### src/rtl/branch_exec_unit_if.sv
// Issue bus from the branch reservation station plus the CDB3, ROB redirect and
// predictor-update outputs of the branch execution unit.
interface branch_exec_unit_if #(
  parameter int unsigned TAG_W  = 4,
  parameter int unsigned DATA_W = 32,
  parameter int unsigned ADDR_W = 32,
  parameter int unsigned OP_W   = 6
);
  logic              Branch_en_i;
  logic [OP_W-1:0]   op_i;
  logic [DATA_W-1:0] reg1_i;
  logic [DATA_W-1:0] reg2_i;
  logic [DATA_W-1:0] imm_i;
  logic [ADDR_W-1:0] pc_i;
  logic              bp_i;
  logic [TAG_W-1:0]  des_i;

  logic              cdb_en_o;
  logic [TAG_W-1:0]  cdb_tag_o;
  logic [DATA_W-1:0] cdb_data_o;
  logic              jump_o;
  logic [ADDR_W-1:0] target_o;
  logic              mispredict_o;
  logic              bpu_en_o;
  logic [ADDR_W-1:0] bpu_pc_o;
  logic              bpu_taken_o;

  modport master (
    output Branch_en_i, op_i, reg1_i, reg2_i, imm_i, pc_i, bp_i, des_i,
    input  cdb_en_o, cdb_tag_o, cdb_data_o, jump_o, target_o, mispredict_o,
           bpu_en_o, bpu_pc_o, bpu_taken_o
  );

  modport slave (
    input  Branch_en_i, op_i, reg1_i, reg2_i, imm_i, pc_i, bp_i, des_i,
    output cdb_en_o, cdb_tag_o, cdb_data_o, jump_o, target_o, mispredict_o,
           bpu_en_o, bpu_pc_o, bpu_taken_o
  );
endinterface

### src/rtl/branch_exec_unit.sv
// Two-stage branch/jump execution unit: stage 1 resolves direction, target and
// misprediction; stage 2 registers the CDB3, redirect and predictor-update outputs.
module branch_exec_unit #(
  parameter int unsigned TAG_W  = 4,
  parameter int unsigned DATA_W = 32,
  parameter int unsigned ADDR_W = 32,
  parameter int unsigned OP_W   = 6
) (
  input  logic               clk,
  input  logic               rst,
  input  logic               rdy,
  input  logic               clear,
  branch_exec_unit_if.slave  bus
);

  localparam logic [OP_W-1:0] OpJal  = OP_W'(1);
  localparam logic [OP_W-1:0] OpJalr = OP_W'(2);
  localparam logic [OP_W-1:0] OpBeq  = OP_W'(3);
  localparam logic [OP_W-1:0] OpBne  = OP_W'(4);
  localparam logic [OP_W-1:0] OpBlt  = OP_W'(5);
  localparam logic [OP_W-1:0] OpBge  = OP_W'(6);
  localparam logic [OP_W-1:0] OpBltu = OP_W'(7);
  localparam logic [OP_W-1:0] OpBgeu = OP_W'(8);

  // Stage-1 combinational resolve
  logic              taken_d;
  logic              is_cond_d;
  logic              mispredict_d;
  logic [ADDR_W-1:0] target_d;
  logic [DATA_W-1:0] link_d;
  logic [ADDR_W-1:0] pc_plus4;
  logic [ADDR_W-1:0] pc_plus_imm;
  logic [ADDR_W-1:0] jalr_target;

  assign pc_plus4    = bus.pc_i + ADDR_W'(4);
  assign pc_plus_imm = bus.pc_i + ADDR_W'(bus.imm_i);
  assign jalr_target = ADDR_W'(bus.reg1_i + bus.imm_i) & ~ADDR_W'(1);

  always_comb begin
    taken_d      = 1'b0;
    is_cond_d    = 1'b0;
    mispredict_d = 1'b0;
    target_d     = pc_plus4;
    link_d       = '0;
    case (bus.op_i)
      OpJal: begin
        taken_d      = 1'b1;
        target_d     = pc_plus_imm;
        link_d       = DATA_W'(pc_plus4);
        mispredict_d = ~bus.bp_i;
      end
      OpJalr: begin
        taken_d      = 1'b1;
        target_d     = jalr_target;
        link_d       = DATA_W'(pc_plus4);
        // No indirect-target prediction exists, so every JALR redirects.
        mispredict_d = 1'b1;
      end
      OpBeq, OpBne, OpBlt, OpBge, OpBltu, OpBgeu: begin
        is_cond_d = 1'b1;
        case (bus.op_i)
          OpBeq:   taken_d = (bus.reg1_i == bus.reg2_i);
          OpBne:   taken_d = (bus.reg1_i != bus.reg2_i);
          OpBlt:   taken_d = ($signed(bus.reg1_i) < $signed(bus.reg2_i));
          OpBge:   taken_d = ($signed(bus.reg1_i) >= $signed(bus.reg2_i));
          OpBltu:  taken_d = (bus.reg1_i < bus.reg2_i);
          default: taken_d = (bus.reg1_i >= bus.reg2_i);
        endcase
        target_d     = taken_d ? pc_plus_imm : pc_plus4;
        mispredict_d = taken_d ^ bus.bp_i;
      end
      default: ;
    endcase
  end

  // Stage-1 registers
  logic              s1_valid_q;
  logic [TAG_W-1:0]  s1_tag_q;
  logic              s1_taken_q;
  logic [ADDR_W-1:0] s1_target_q;
  logic [DATA_W-1:0] s1_link_q;
  logic              s1_mispredict_q;
  logic              s1_is_cond_q;
  logic [ADDR_W-1:0] s1_pc_q;

  // Stage-2 (output) registers
  logic              cdb_en_q;
  logic [TAG_W-1:0]  cdb_tag_q;
  logic [DATA_W-1:0] cdb_data_q;
  logic              jump_q;
  logic [ADDR_W-1:0] target_q;
  logic              mispredict_q;
  logic              bpu_en_q;
  logic [ADDR_W-1:0] bpu_pc_q;
  logic              bpu_taken_q;

  always_ff @(posedge clk) begin
    if (rst || clear) begin
      s1_valid_q      <= 1'b0;
      s1_tag_q        <= '0;
      s1_taken_q      <= 1'b0;
      s1_target_q     <= '0;
      s1_link_q       <= '0;
      s1_mispredict_q <= 1'b0;
      s1_is_cond_q    <= 1'b0;
      s1_pc_q         <= '0;
      cdb_en_q        <= 1'b0;
      cdb_tag_q       <= '0;
      cdb_data_q      <= '0;
      jump_q          <= 1'b0;
      target_q        <= '0;
      mispredict_q    <= 1'b0;
      bpu_en_q        <= 1'b0;
      bpu_pc_q        <= '0;
      bpu_taken_q     <= 1'b0;
    end else if (rdy) begin
      s1_valid_q      <= bus.Branch_en_i;
      s1_tag_q        <= bus.des_i;
      s1_taken_q      <= taken_d;
      s1_target_q     <= target_d;
      s1_link_q       <= link_d;
      s1_mispredict_q <= mispredict_d;
      s1_is_cond_q    <= is_cond_d;
      s1_pc_q         <= bus.pc_i;

      cdb_en_q        <= s1_valid_q;
      bpu_en_q        <= s1_valid_q & s1_is_cond_q;
      if (s1_valid_q) begin
        cdb_tag_q    <= s1_tag_q;
        cdb_data_q   <= s1_link_q;
        jump_q       <= s1_taken_q;
        target_q     <= s1_target_q;
        mispredict_q <= s1_mispredict_q;
        bpu_pc_q     <= s1_pc_q;
        bpu_taken_q  <= s1_taken_q;
      end else begin
        cdb_tag_q    <= '0;
        cdb_data_q   <= '0;
        jump_q       <= 1'b0;
        target_q     <= '0;
        mispredict_q <= 1'b0;
        bpu_pc_q     <= '0;
        bpu_taken_q  <= 1'b0;
      end
    end
  end

  assign bus.cdb_en_o     = cdb_en_q;
  assign bus.cdb_tag_o    = cdb_tag_q;
  assign bus.cdb_data_o   = cdb_data_q;
  assign bus.jump_o       = jump_q;
  assign bus.target_o     = target_q;
  assign bus.mispredict_o = mispredict_q;
  assign bus.bpu_en_o     = bpu_en_q;
  assign bus.bpu_pc_o     = bpu_pc_q;
  assign bus.bpu_taken_o  = bpu_taken_q;

endmodule

### src/flat_wrapper.sv
// flat-port wrapper written by rule: the top's interface ports become plain ports
module branch_exec_unit_flat 
#(
  parameter int unsigned TAG_W  = 4,
  parameter int unsigned DATA_W = 32,
  parameter int unsigned ADDR_W = 32,
  parameter int unsigned OP_W   = 6
)
  (clk, rst, rdy, clear, bus_Branch_en_i, bus_op_i, bus_reg1_i, bus_reg2_i, bus_imm_i, bus_pc_i, bus_bp_i, bus_des_i, bus_cdb_en_o, bus_cdb_tag_o, bus_cdb_data_o, bus_jump_o, bus_target_o, bus_mispredict_o, bus_bpu_en_o, bus_bpu_pc_o, bus_bpu_taken_o);
  branch_exec_unit_if #(.TAG_W(TAG_W), .DATA_W(DATA_W), .ADDR_W(ADDR_W), .OP_W(OP_W)) bus_i ();
  input  logic clk;
  input  logic rst;
  input  logic rdy;
  input  logic clear;
  input wire logic [$bits(bus_i.Branch_en_i)-1:0] bus_Branch_en_i;
  input wire logic [$bits(bus_i.op_i)-1:0] bus_op_i;
  input wire logic [$bits(bus_i.reg1_i)-1:0] bus_reg1_i;
  input wire logic [$bits(bus_i.reg2_i)-1:0] bus_reg2_i;
  input wire logic [$bits(bus_i.imm_i)-1:0] bus_imm_i;
  input wire logic [$bits(bus_i.pc_i)-1:0] bus_pc_i;
  input wire logic [$bits(bus_i.bp_i)-1:0] bus_bp_i;
  input wire logic [$bits(bus_i.des_i)-1:0] bus_des_i;
  output wire logic [$bits(bus_i.cdb_en_o)-1:0] bus_cdb_en_o;
  output wire logic [$bits(bus_i.cdb_tag_o)-1:0] bus_cdb_tag_o;
  output wire logic [$bits(bus_i.cdb_data_o)-1:0] bus_cdb_data_o;
  output wire logic [$bits(bus_i.jump_o)-1:0] bus_jump_o;
  output wire logic [$bits(bus_i.target_o)-1:0] bus_target_o;
  output wire logic [$bits(bus_i.mispredict_o)-1:0] bus_mispredict_o;
  output wire logic [$bits(bus_i.bpu_en_o)-1:0] bus_bpu_en_o;
  output wire logic [$bits(bus_i.bpu_pc_o)-1:0] bus_bpu_pc_o;
  output wire logic [$bits(bus_i.bpu_taken_o)-1:0] bus_bpu_taken_o;
  assign bus_i.Branch_en_i = bus_Branch_en_i;
  assign bus_i.op_i = bus_op_i;
  assign bus_i.reg1_i = bus_reg1_i;
  assign bus_i.reg2_i = bus_reg2_i;
  assign bus_i.imm_i = bus_imm_i;
  assign bus_i.pc_i = bus_pc_i;
  assign bus_i.bp_i = bus_bp_i;
  assign bus_i.des_i = bus_des_i;
  assign bus_cdb_en_o = bus_i.cdb_en_o;
  assign bus_cdb_tag_o = bus_i.cdb_tag_o;
  assign bus_cdb_data_o = bus_i.cdb_data_o;
  assign bus_jump_o = bus_i.jump_o;
  assign bus_target_o = bus_i.target_o;
  assign bus_mispredict_o = bus_i.mispredict_o;
  assign bus_bpu_en_o = bus_i.bpu_en_o;
  assign bus_bpu_pc_o = bus_i.bpu_pc_o;
  assign bus_bpu_taken_o = bus_i.bpu_taken_o;
  branch_exec_unit #(.TAG_W(TAG_W), .DATA_W(DATA_W), .ADDR_W(ADDR_W), .OP_W(OP_W)) u_core (.clk(clk), .rst(rst), .rdy(rdy), .clear(clear), .bus(bus_i));
endmodule
### config.mk
export PLATFORM = sky130hd
export DESIGN_NAME = branch_exec_unit_flat
export DESIGN_NICKNAME = d
export VERILOG_FILES = /design/src/rtl/branch_exec_unit_if.sv /design/src/rtl/branch_exec_unit.sv /design/src/flat_wrapper.sv
export SDC_FILE = /design/constraint.sdc
export NUM_CORES = 1
export LEC_CHECK = 0
export BUFFER_PORTS_ARGS = -buffer_cell sky130_fd_sc_hd__buf_2
export CAP_MARGIN = 5
export CORE_MARGIN = 4
export CORE_UTILIZATION = 25
export DETAILED_ROUTE_END_ITERATION = 7
export GPL_ROUTABILITY_DRIVEN = 0
export PLACE_DENSITY_LB_ADDON = 0.3
export REMOVE_ABC_BUFFERS = 1
export SLEW_MARGIN = 20
export SYNTH_ARGS = -nofsm -noshare
export SYNTH_HDL_FRONTEND = slang
export SYNTH_SLANG_ARGS = --single-unit
### constraint.sdc
create_clock -name clk -period 2.9 [get_ports clk]
set_input_delay 0 -clock clk [delete_from_list [all_inputs] [get_ports clk]]
set_output_delay 0 -clock clk [all_outputs]
set_load 0.01 [all_outputs]
==> results.md, run 1 <==
* Endpoints failing setup at 0
* Layout cell share with drive strength beyond 1 at 0.2494
* CTS tree: yes
* Worst vdd ir at 382.5 uV
* Clk pwr share at 0.440
* Total wire length at 46240 um
* Power share of the combinational group at 0.199
* Post-synthesis sequential element count at 208
* Die width at 228.5 um
* Worst path max stage delay at 0.57 ns
* Routed Antenna Nets at 0
* CP bufs+invs at 2
* TritonCTS Buffers at 26
* Via density per instance at 4.957
* Synth Area in Compound Gates at 0.2626
* CP endpoint kind: flip-flop
* Gr ovfl total at 0
* Root buffer cell: clkbuf_16
* Number of flops mapped to enable cells by yosys at 0
* Area of the multi-input gates at 7546 um^2
* Final Max Slew Viols at 0
* Synthesized instance count at 1409
* Worst-case clock buffer depth at 3
* CP max stage cell: dlygate4sd3_1
* Syn. warnings at 0
* Clock Sinks at 208
* Critical path's top delay family: compound AO/OA/AOI/OAI gates
* RSZ-0062 raised after global routing: false
* Post-synthesis adder-cell area fraction at 0.1000
* Die Span Y at 228.5 um
* Yosys cell types at 78
* Mux contribution to synthesized area at 0.03550
* Critical path class: primary input to flip-flop
* Synth Area in Simple Gates at 0.1568
* Dpl cells at 2261
* Row cnt at 80
* Fmax at 0.3626 GHz
* Syn-to-layout area delta at 31.94%
* Global-route wire length before repair at 69790 um
* Crit path time final at 2.758 ns
* Post-synth design cell area at 12160 um^2
* Reg clk slew, reported paths at 0.06 ns
* Psw at 2.267 mW
* MaxCap Viol Count at 0
* Leakage at 6.830 nW
* Cell area power density at 504.7 nW/um^2
* HPWL after detailed placement at 34520 um
* Fill cell count at 4968
* Seq/Total Area, Yosys at 0.3425
* Routed met2 length at 21570 um
* Clock Skew at 0.01153 ns
* Worst setup SP type: primary input
* Starting Density at 0.2536
* Worst endpoint required time at 3.33 ns
* First-pass iteration count of the detailed router at 6
* Total power draw at 8.097 mW
* DR vias at 11770
* Async SR Flop Fraction at 0
* WL/cell at 19.48 um
* Core area at 47950 um^2
* All-Layer GR Usage at 0.1684
* Die area at 52220 um^2
* Final hold vios at 0
* Status: finished clean
* Post-Synth XOR/XNOR Area at 0.06051
* Met3 WL at 2888 um
* Final std cells w/o fill at 2374
* Hold Path Class: primary input to flip-flop
* IO Port Bufs at 248
* Final net count at 1970
* Clock Latency Late Sink at 0.55 ns
* Antenna violations before repair at 19
* Commonest cells after routing, fill and taps aside: 247 x buf_2, 224 x nor2_1, 208 x dfxtp_1, 133 x a22oi_1, 93 x ha_1
* Starting DRT DRC Count at 665
* H-tree level count at 1
* DRC at 0
* Primary FF master, synth: dfxtp_1
* Flop pwr share at 0.361
* Max FO, Critical Path at 4
* Syn_area_per_cell at 8.629 um^2
* Max_slew headroom at 0.3951
* Most common cell after layout, fill and taps aside: buf_2
* Routed length on met1 at 20570 um
* P_int at 5.830 mW
* Worst Path Arrival at 3.18 ns
* CP cell instances: dlygate4sd3_1 > buf_2 > ha_1 > nand2_1 > or4_4 > a211o_1 > a31oi_2 > nor2_2 > a21oi_4 > nand3_1 > a21oi_1 > mux2i_1 > a21oi_2
* Pin count of the biggest net entering global routing at 81
* Switch share at 0.2800
* Max layer used: met5
* Ports at 249
* Period utilization at 0.9509
* Main combinational cell family by area after synthesis: compound AO/OA/AOI/OAI gates
* Pin slew with the least headroom to its limit at 0.9064 ns
* Sequential cell area at 4164 um^2
* Vias in the first global route at 11570
* Setup_tns at 0 ns
metrics by stage:
step / hold slack [ns] / util / setup WS [ns] / cell area (um^2)
3_5_place_dp: 0.2529 / 0.3020 / -0.1000 / 14480
3_3_place_gp: 0.2353 / 0.3020 / -0.08916 / 14480
5_1_grt: 0.03374 / 0.3343 / 0.01294 / 16030
6_report: 0.02859 / 0.3346 / 0.1424 / 16040
2_1_floorplan: 0.1039 / - / -1.817 / 11820
4_1_cts: 0.002872 / 0.3325 / 0.03880 / 15940
cell usage after synthesis, types with 3 or more instances:
| library cell | instances | area share |
|---|---|---|
| nor2_1 | 226 | 0.070 |
| dfxtp_1 | 208 | 0.34 |
| a22oi_1 | 133 | 0.082 |
| ha_1 | 94 | 0.097 |
| a21oi_1 | 78 | 0.032 |
| o21ai_0 | 65 | 0.027 |
| nand2_1 | 57 | 0.018 |
| clkbuf_1 | 56 | 0.017 |
| xnor2_1 | 56 | 0.040 |
| inv_1 | 44 | 0.014 |
| mux2i_1 | 42 | 0.035 |
| nand3_1 | 28 | 0.012 |
| xor2_1 | 28 | 0.020 |
| a21o_1 | 25 | 0.015 |
| nand4_1 | 22 | 0.011 |
| nor3_1 | 22 | 0.0091 |
| a221oi_2 | 18 | 0.022 |
| a31oi_1 | 16 | 0.0082 |
| and3_1 | 12 | 0.0062 |
| buf_1 | 12 | 0.0037 |
| nand2b_1 | 11 | 0.0057 |
| a211oi_1 | 10 | 0.0062 |
| o21bai_1 | 9 | 0.0056 |
| o21a_1 | 8 | 0.0049 |
| o21ai_1 | 8 | 0.0033 |
| a21oi_2 | 7 | 0.0050 |
| and2_1 | 7 | 0.0036 |
| buf_2 | 6 | 0.0025 |
| or2_2 | 6 | 0.0031 |
| a211oi_2 | 5 | 0.0051 |
| a221oi_1 | 5 | 0.0036 |
| nor2b_1 | 5 | 0.0026 |
| o31ai_1 | 5 | 0.0031 |
| or3_1 | 5 | 0.0026 |
| o211ai_1 | 4 | 0.0025 |
| a221o_1 | 3 | 0.0025 |
| buf_6 | 3 | 0.0028 |
| nand3b_1 | 3 | 0.0019 |
| o211a_1 | 3 | 0.0025 |
power by group through the flow:
stage                     sequential [mW]  combinational, mW  clock (mW)
after detailed placement             2.98               1.53           0
after global routing                 2.92               1.77        3.79
after global placement               2.98               1.51           0
after floorplan                      2.98              0.944           0
after CTS                            2.92               1.60        3.68
final                                2.92               1.61        3.56
flip-flops by register name, indices dropped and copies added (netlist names), 4 cells and up:
register / count
u_core.bus.bpu_pc_o: 32
u_core.bus.cdb_data_o: 32
u_core.bus.cdb_tag_o: 4
u_core.bus.target_o: 32
u_core.s1_link_q: 32
u_core.s1_pc_q: 32
u_core.s1_tag_q: 4
u_core.s1_target_q: 32
cells by family (layout without fill, tap and decap cells):
logic type	after synthesis	in the layout
DFF	208	208
muxes	43	43
xor gates and xnor gates	84	84
buffers and inverters	126	465
other	0	11
and+or+nand+nor	419	419
adders and majority gates	96	96
AOI/OAI and AO/OA	433	433
what timing repair did:
| action | CTS | global route |
|---|---|---|
| resized for setup | 0 | 8 |
| buffers inserted | 0 | 3 |
| endpoints found under the setup margin | 0 | 6 |
| hold buffers | 53 | 0 |
| hold endpoints to repair | 74 | 0 |
metal layers:
layer  global-route usage  vias to the layer above
li1                     -                     5832
met1               0.2216                     5574
met2               0.2774                      286
met3              0.03589                       63
met4              0.05090                       14
met5                    0                        -
worst reg2reg max path, stage by stage (launching register included):
cell,delay [ns]
dfxtp_1,0.33
and2_4,0.55
buf_12,0.35
a22oi_1,0.21
nor2_1,0.13
path summary, 6_finish.rpt:
kind                                    startpoint                                endpoint  slack, ns  depth (start not counted)
setup / recovery                     bus_imm_i[13]     u_core.s1_target_q[29]$_SDFFE_PP0P_       0.14                         13
hold / removal                      bus_reg1_i[25]     u_core.s1_target_q[25]$_SDFFE_PP0P_       0.03                          5
setup reg to reg    u_core.s1_valid_q$_SDFFE_PP0P_  u_core.bus.cdb_data_o[31]$_SDFFE_PP0P_       1.28                          4
hold reg to reg   u_core.s1_link_q[7]$_SDFFE_PP0P_        u_core.s1_link_q[7]$_SDFFE_PP0P_       0.47                          2
final cells by class:
cell class | instances | area share
Multi-Input combinational cell | 1075 | 0.4704
Clock inverter | 11 | 0.01170
Clock buffer | 35 | 0.04649
Sequential cell | 208 | 0.2596
Timing Repair Buffer | 372 | 0.1508
Antenna cell | 11 | 0.001716
Tap cell | 615 | 0.04797
Inverter | 47 | 0.01131
Note: power is estimated with default switching activity, not from simulation.
==> run 2, diff against run 1 <==
Settings changed: ABC_AREA set to 1, CORE_UTILIZATION 25 to 30.
==> run 2 against run 1 <==
Against the previous run: total power is 12% lower; die area shrank 6.5%; clock skew is 0.0023 ns higher; highest routed layer unchanged.
==> results.md, run 2 <==
* Status: finished clean
* Pre-CTS setup slack at 0.2606 ns
* Die Span Y at 221.0 um
* Clock Skew at 0.01384 ns
* Starting DRT DRC Count at 1279
* Most common cell after layout, fill and taps aside: nand2_1
* WL/cell at 17.21 um
* Syn. warnings at 0
* Final std cells w/o fill at 2928
* Number of flops mapped to enable cells by yosys at 0
* RSZ-0062 raised after global routing: false
* Pin slew with the least headroom to its limit at 0.7789 ns
* Gr ovfl total at 0
* Post-synth design cell area at 13610 um^2
* Setup_tns at 0 ns
* Critical path class: primary input to flip-flop
* Primary FF master, synth: dfxtp_1
* CP endpoint kind: flip-flop
* Core area at 44510 um^2
* WHS Path Cells at 5
* Async SR Flop Fraction at 0
* Cell depth of the worst flop-to-flop path at 3
* Synth area leader: dfxtp_1
* Hold path startpoint: rst
* Top cells by count, synth: 546 x nand2_1, 300 x a21oi_1, 208 x dfxtp_1
* Cell area power density at 428.5 nW/um^2
* Synthesized instance count at 2061
* Post-DP Area at 15440 um^2
* IO Port Bufs at 248
* Fill cell count at 4781
* Worst Path Arrival at 2.99 ns
* Period utilization at 0.8885
* HPWL after detailed placement at 39400 um
* Max FO, Critical Path at 3
* Final hold vios at 0
* All-Layer GR Usage at 0.1949
* Reg clk slew, reported paths at 0.06 ns
* TritonCTS Buffers at 21
* Clock Latency Late Sink at 0.50 ns
* Via density per instance at 5.010
* DRC at 0
* Crit path time final at 2.577 ns
* Starting Density at 0.3058
* Syn-to-layout area delta at 21.98%
* Die width at 221.0 um
* Seq/Total Area, Yosys at 0.3060
* Post-synthesis sequential element count at 208
* Setup bufs post-CTS at 0
* Max_slew headroom at 0.4807
* Ports at 249
* Most used cell, CP: nand2_1
* Final Cell Area at 16600 um^2
* Hold Path Class: primary input to flip-flop
* Vias in the first global route at 14180
* CTS tree: yes
* RR Endpoint: u_core.bus.mispredict_o$_SDFFE_PP0P_
* Worst-case clock buffer depth at 3
* CP cell instances: dlygate4sd3_1 > buf_2 > ha_1 > fa_1 > nand3_1 > nand2_1 > nand3_1 > nand2_1 > a21oi_2 > o21bai_1 > nand4_1 > nand2_1 > xor2_1 > inv_1 > nand2_1 > nand2_1 > nand2_1 > a21oi_1
* Pin count of the biggest net entering global routing at 137
* Commonest cells after routing, fill and taps aside: 546 x nand2_1, 299 x a21oi_1, 247 x buf_2, 207 x dfxtp_1, 195 x inv_1
* Row cnt at 77
* Worst setup SP type: primary input
* Global-route wire length before repair at 77900 um
* Worst vdd ir at 217.0 uV
* Layout cell share with drive strength beyond 1 at 0.1554
* Die area at 48840 um^2
* Final net count at 2555
* DR vias at 14670
* Final Max Slew Viols at 0
* Fmax at 0.3881 GHz
* Syn_area_per_cell at 6.603 um^2
* Yosys cell types at 51
* FF-to-FF Start: u_core.s1_valid_q$_SDFFE_PP0P_
* Reg2reg setup slack at 1.36 ns
* Total wire length at 50380 um
* CP max stage cell: dlygate4sd3_1
* Leakage at 7.402 nW
* Antenna violations before repair at 7
* Final core occ at 0.3730
* MaxCap Viol Count at 0
* Setup ws final at 0.3233 ns
* Worst endpoint required time at 3.32 ns
* H-tree level count at 1
* Hold EP: u_core.s1_pc_q[16]$_SDFFE_PP0P_
* Worst path max stage delay at 0.53 ns
* First-pass iteration count of the detailed router at 6
* Clock Sinks at 208
* Dpl cells at 2835
* Routed Antenna Nets at 0
* Synth top area share at 0.3060
* Root buffer cell: clkbuf_16
* Area contributors post-synth: dfxtp_1 31%, nand2_1 15%, a21oi_1 11%
* Top-count cell post-synth: nand2_1
* Endpoints failing setup at 0
## run 2: changes by cell type after synthesis, sizes merged, moves of 19 or more
cell / change
xor2: +19
a221oi: -22
nand2: +495
xnor2: -46
nor2: -105
nand3: +147
o21ai: +33
inv: +154
a21oi: +225
a22oi: -129
mux2i: -42
## run 2: cells by family after synthesis
kind of cell | share of synthesized area
simple gates | 0.2998
xor+xnor | 0.03668
flops | 0.3060
compound gates | 0.1830
fa+ha+maj | 0.08936
buf+inv | 0.08513
## run 2: worst max-delay path by stage
stage              startpoint                                   to  slack [ns]  depth (start not counted)
6_report          bus_pc_i[0]  u_core.s1_target_q[30]$_SDFFE_PP0P_        0.32                         18
2_1_floorplan     bus_op_i[5]  u_core.s1_target_q[15]$_SDFFE_PP0P_        0.22                         13
5_1_grt           bus_pc_i[2]  u_core.s1_target_q[29]$_SDFFE_PP0P_        0.01                         20
4_1_cts           bus_pc_i[0]  u_core.s1_target_q[30]$_SDFFE_PP0P_        0.28                         18
3_3_place_gp      bus_pc_i[0]  u_core.s1_target_q[28]$_SDFFE_PP0P_        0.35                         16
3_5_place_dp   bus_reg1_i[31]  u_core.s1_target_q[30]$_SDFFE_PP0P_        0.26                         20
## run 2: what timing repair did
action	CTS	global route
endpoints found under the setup margin	0	3
gates resized for setup	0	3
hold endpoints to repair	78	0
hold buffers	49	0
## run 2: stage by stage
stage	hold WS [ns]	power, mW
4_1_cts	0.03057	7.166
3_5_place_dp	0.2592	4.498
2_1_floorplan	0.09184	3.939
6_report	0.06091	7.113
5_1_grt	0.07149	7.470
3_3_place_gp	0.2629	4.484
## run 2: cell type report
class / instances / area (um^2) / area share
clock buffers: 29 / 595.6 / 0.03588
inverters: 200 / 760.7 / 0.04582
clock inverters: 8 / 50.05 / 0.003015
flip-flops and latches: 208 / 4168 / 0.2511
well taps: 592 / 740.7 / 0.04462
diodes: 7 / 17.52 / 0.001055
multi-input cells: 1558 / 8300 / 0.5000
repair buffers: 326 / 1968 / 0.1186
## run 2: critical path: cells and delay by family
family,cells,cell delay (ns)
AOI/OAI and AO/OA,3,0.56
xor gates and xnor gates,1,0.16
adders and majority gates,2,0.73
buffers and inverters,3,0.75
and+or+nand+nor,9,0.79
## run 2: metal layers
metal	vias up	global-route usage	wire (um)
li1	7406	-	-
met1	6695	0.2651	23180
met2	496	0.3240	23100
met3	71	0.02332	2846
met4	2	0.06100	1239
met5	-	0	10
## run 2: power by group
group,leakage [nW],total (mW),switching (mW),internal (mW)
registers,1.68,2.93,0.0340,2.90
clock network,0.320,2.60,1.16,1.44
logic,5.40,1.58,1.04,0.547
==> run 3, diff against run 2 <==
Settings changed: PLACE_DENSITY_LB_ADDON 0.3 to unset.
==> run 3 against run 2 <==
Against the previous run: count of clock-buffer cells in the layout rose by 4; clock power rose by 13%; hold slack got worse by 0.022 ns; total power rose by 4.5%; critical endpoint unchanged; highest routed layer is now met4; critical path type unchanged.
==> results.md, run 3 (synthesis gave the netlist of run 2 again) <==
* Crit path time final at 2.617 ns
* Core area at 44510 um^2
* Hold Path Class: primary input to flip-flop
* MaxCap Viol Count at 0
* Starting Density at 0.3058
* WL/cell at 17.20 um
* Pin slew with the least headroom to its limit at 0.9993 ns
* Via density per instance at 5.034
* CP cell instances: dlygate4sd3_1 > buf_2 > ha_1 > fa_1 > nand3_1 > nand2_1 > nand3_1 > nand2_1 > a21oi_1 > o21bai_1 > nand4_1 > nand2_1 > xor2_1 > inv_1 > nand2_1 > nand2_1 > nand2_1 > a21oi_1
* First-pass iteration count of the detailed router at 8
* Total wire length at 50160 um
* Cell area power density at 447.8 nW/um^2
* Global-route wire length before repair at 78030 um
* H-tree level count at 1
* Clock Skew at 0.01472 ns
* Period utilization at 0.9025
* Gr ovfl total at 0
* Root buffer cell: clkbuf_16
* Leakage at 7.391 nW
* Worst Path Arrival at 3.05 ns
* Commonest cells after routing, fill and taps aside: 546 x nand2_1, 300 x a21oi_1, 247 x buf_2, 207 x dfxtp_1, 195 x inv_1
* CTS tree: yes
* Status: finished clean
* Clock Latency Late Sink at 0.52 ns
* Worst endpoint required time at 3.33 ns
* Reg clk slew, reported paths at 0.07 ns
* Worst-case clock buffer depth at 3
* All-Layer GR Usage at 0.1944
* Dpl cells at 2829
* Pre-CTS setup slack at 0.2287 ns
* Post-DP Area at 15420 um^2
* HPWL after detailed placement at 38610 um
* DR vias at 14680
* Pin count of the biggest net entering global routing at 120
* Row cnt at 77
* Syn-to-layout area delta at 22.00%
* Critical path's top delay family: simple AND/OR/NAND/NOR gates
* Layout cell share with drive strength beyond 1 at 0.1536
* Clock Sinks at 208
* Setup bufs post-CTS at 0
* CP endpoint kind: flip-flop
* Endpoints failing setup at 0
* Final Cell Area at 16600 um^2
* Most common cell after layout, fill and taps aside: nand2_1
* Die Span Y at 221.0 um
* Antenna violations before repair at 4
* TritonCTS Buffers at 22
* Max_slew headroom at 0.3338
* Ports at 249
* Final net count at 2543
* Final Max Slew Viols at 0
* Max FO, Critical Path at 3
* Post_cts resized at 0
* Most used cell, CP: nand2_1
* Starting DRT DRC Count at 1200
* Routed Antenna Nets at 0
* Setup_tns at 0 ns
* CP max stage cell: dlygate4sd3_1
* IO Port Bufs at 248
* Die area at 48840 um^2
* Critical path class: primary input to flip-flop
* Final std cells w/o fill at 2916
* Hold WS at 0.03850 ns
* CP bufs+invs at 3
* Vias in the first global route at 14050
* RSZ-0062 raised after global routing: false
* Worst setup SP type: primary input
* Die width at 221.0 um
* DRC at 0
* Setup ws final at 0.2827 ns
* Fmax at 0.3821 GHz
* Worst path max stage delay at 0.54 ns
* Final hold vios at 0
* Worst vdd ir at 238.6 uV
## run 3: changes by cell type in the layout (fill, tap and decap cells not counted), sizes merged
cell | previous run | this run
buf | 277 | 271
bufinv | 0 | 1
clkbuf | 29 | 33
clkinv | 7 | 2
diode | 7 | 6
dlygate4sd3 | 49 | 42
inv | 200 | 202
## run 3: what timing repair did
action,CTS,global route
hold buffers,42,0
setup endpoints to repair,0,0
hold endpoints to repair,67,0
## run 3: worst register-to-register path: stages (launching register included)
cell	delay [ns]
dfxtp_4	0.74
buf_12	0.37
nand3_1	0.15
a21oi_1	0.20
## run 3: layout make-up
type	instances	area, um^2
diodes	6	15.01
clock buffers	33	683.2
clock inverters	6	68.82
fillers	4825	27910
inverters	200	760.7
multi-input cells	1558	8289
flip-flops and latches	208	4168
well taps	592	740.7
repair buffers	313	1878
## run 3: where the power goes
part           switching, mW  internal (mW)
registers             0.0318           2.90
logic                   1.04          0.540
clock network           1.20           1.73
total                   2.27           5.16
## run 3: metrics by stage
step / total power, mW / util
5_1_grt: 7.788 / 0.3729
3_3_place_gp: 4.472 / 0.3463
6_report: 7.435 / 0.3730
2_1_floorplan: 3.939 / -
4_1_cts: 7.482 / 0.3727
3_5_place_dp: 4.493 / 0.3463
## run 3: final timing paths
kind | from | endpoint | slack [ns] | cells after the start
max reg2reg | u_core.s1_valid_q$_SDFFE_PP0P_ | u_core.bus.bpu_pc_o[18]$_SDFFE_PP0P_ | 1.38 | 3
min reg2reg | u_core.s1_pc_q[29]$_SDFFE_PP0P_ | u_core.s1_pc_q[29]$_SDFFE_PP0P_ | 0.46 | 2
max | bus_pc_i[0] | u_core.s1_target_q[30]$_SDFFE_PP0P_ | 0.28 | 18
min | bus_op_i[4] | u_core.s1_is_cond_q$_SDFFE_PP0P_ | 0.04 | 6
## run 3: metal layers
| layer | track usage | vias to the layer above | part of all wire |
|---|---|---|---|
| met1 | 0.2718 | 6735 | 0.47 |
| li1 | - | 7378 | - |
| met4 | 0.04691 | 0 | 0.020 |
| met3 | 0.01630 | 57 | 0.054 |
| met5 | 0 | - | 0 |
| met2 | 0.3265 | 510 | 0.46 |
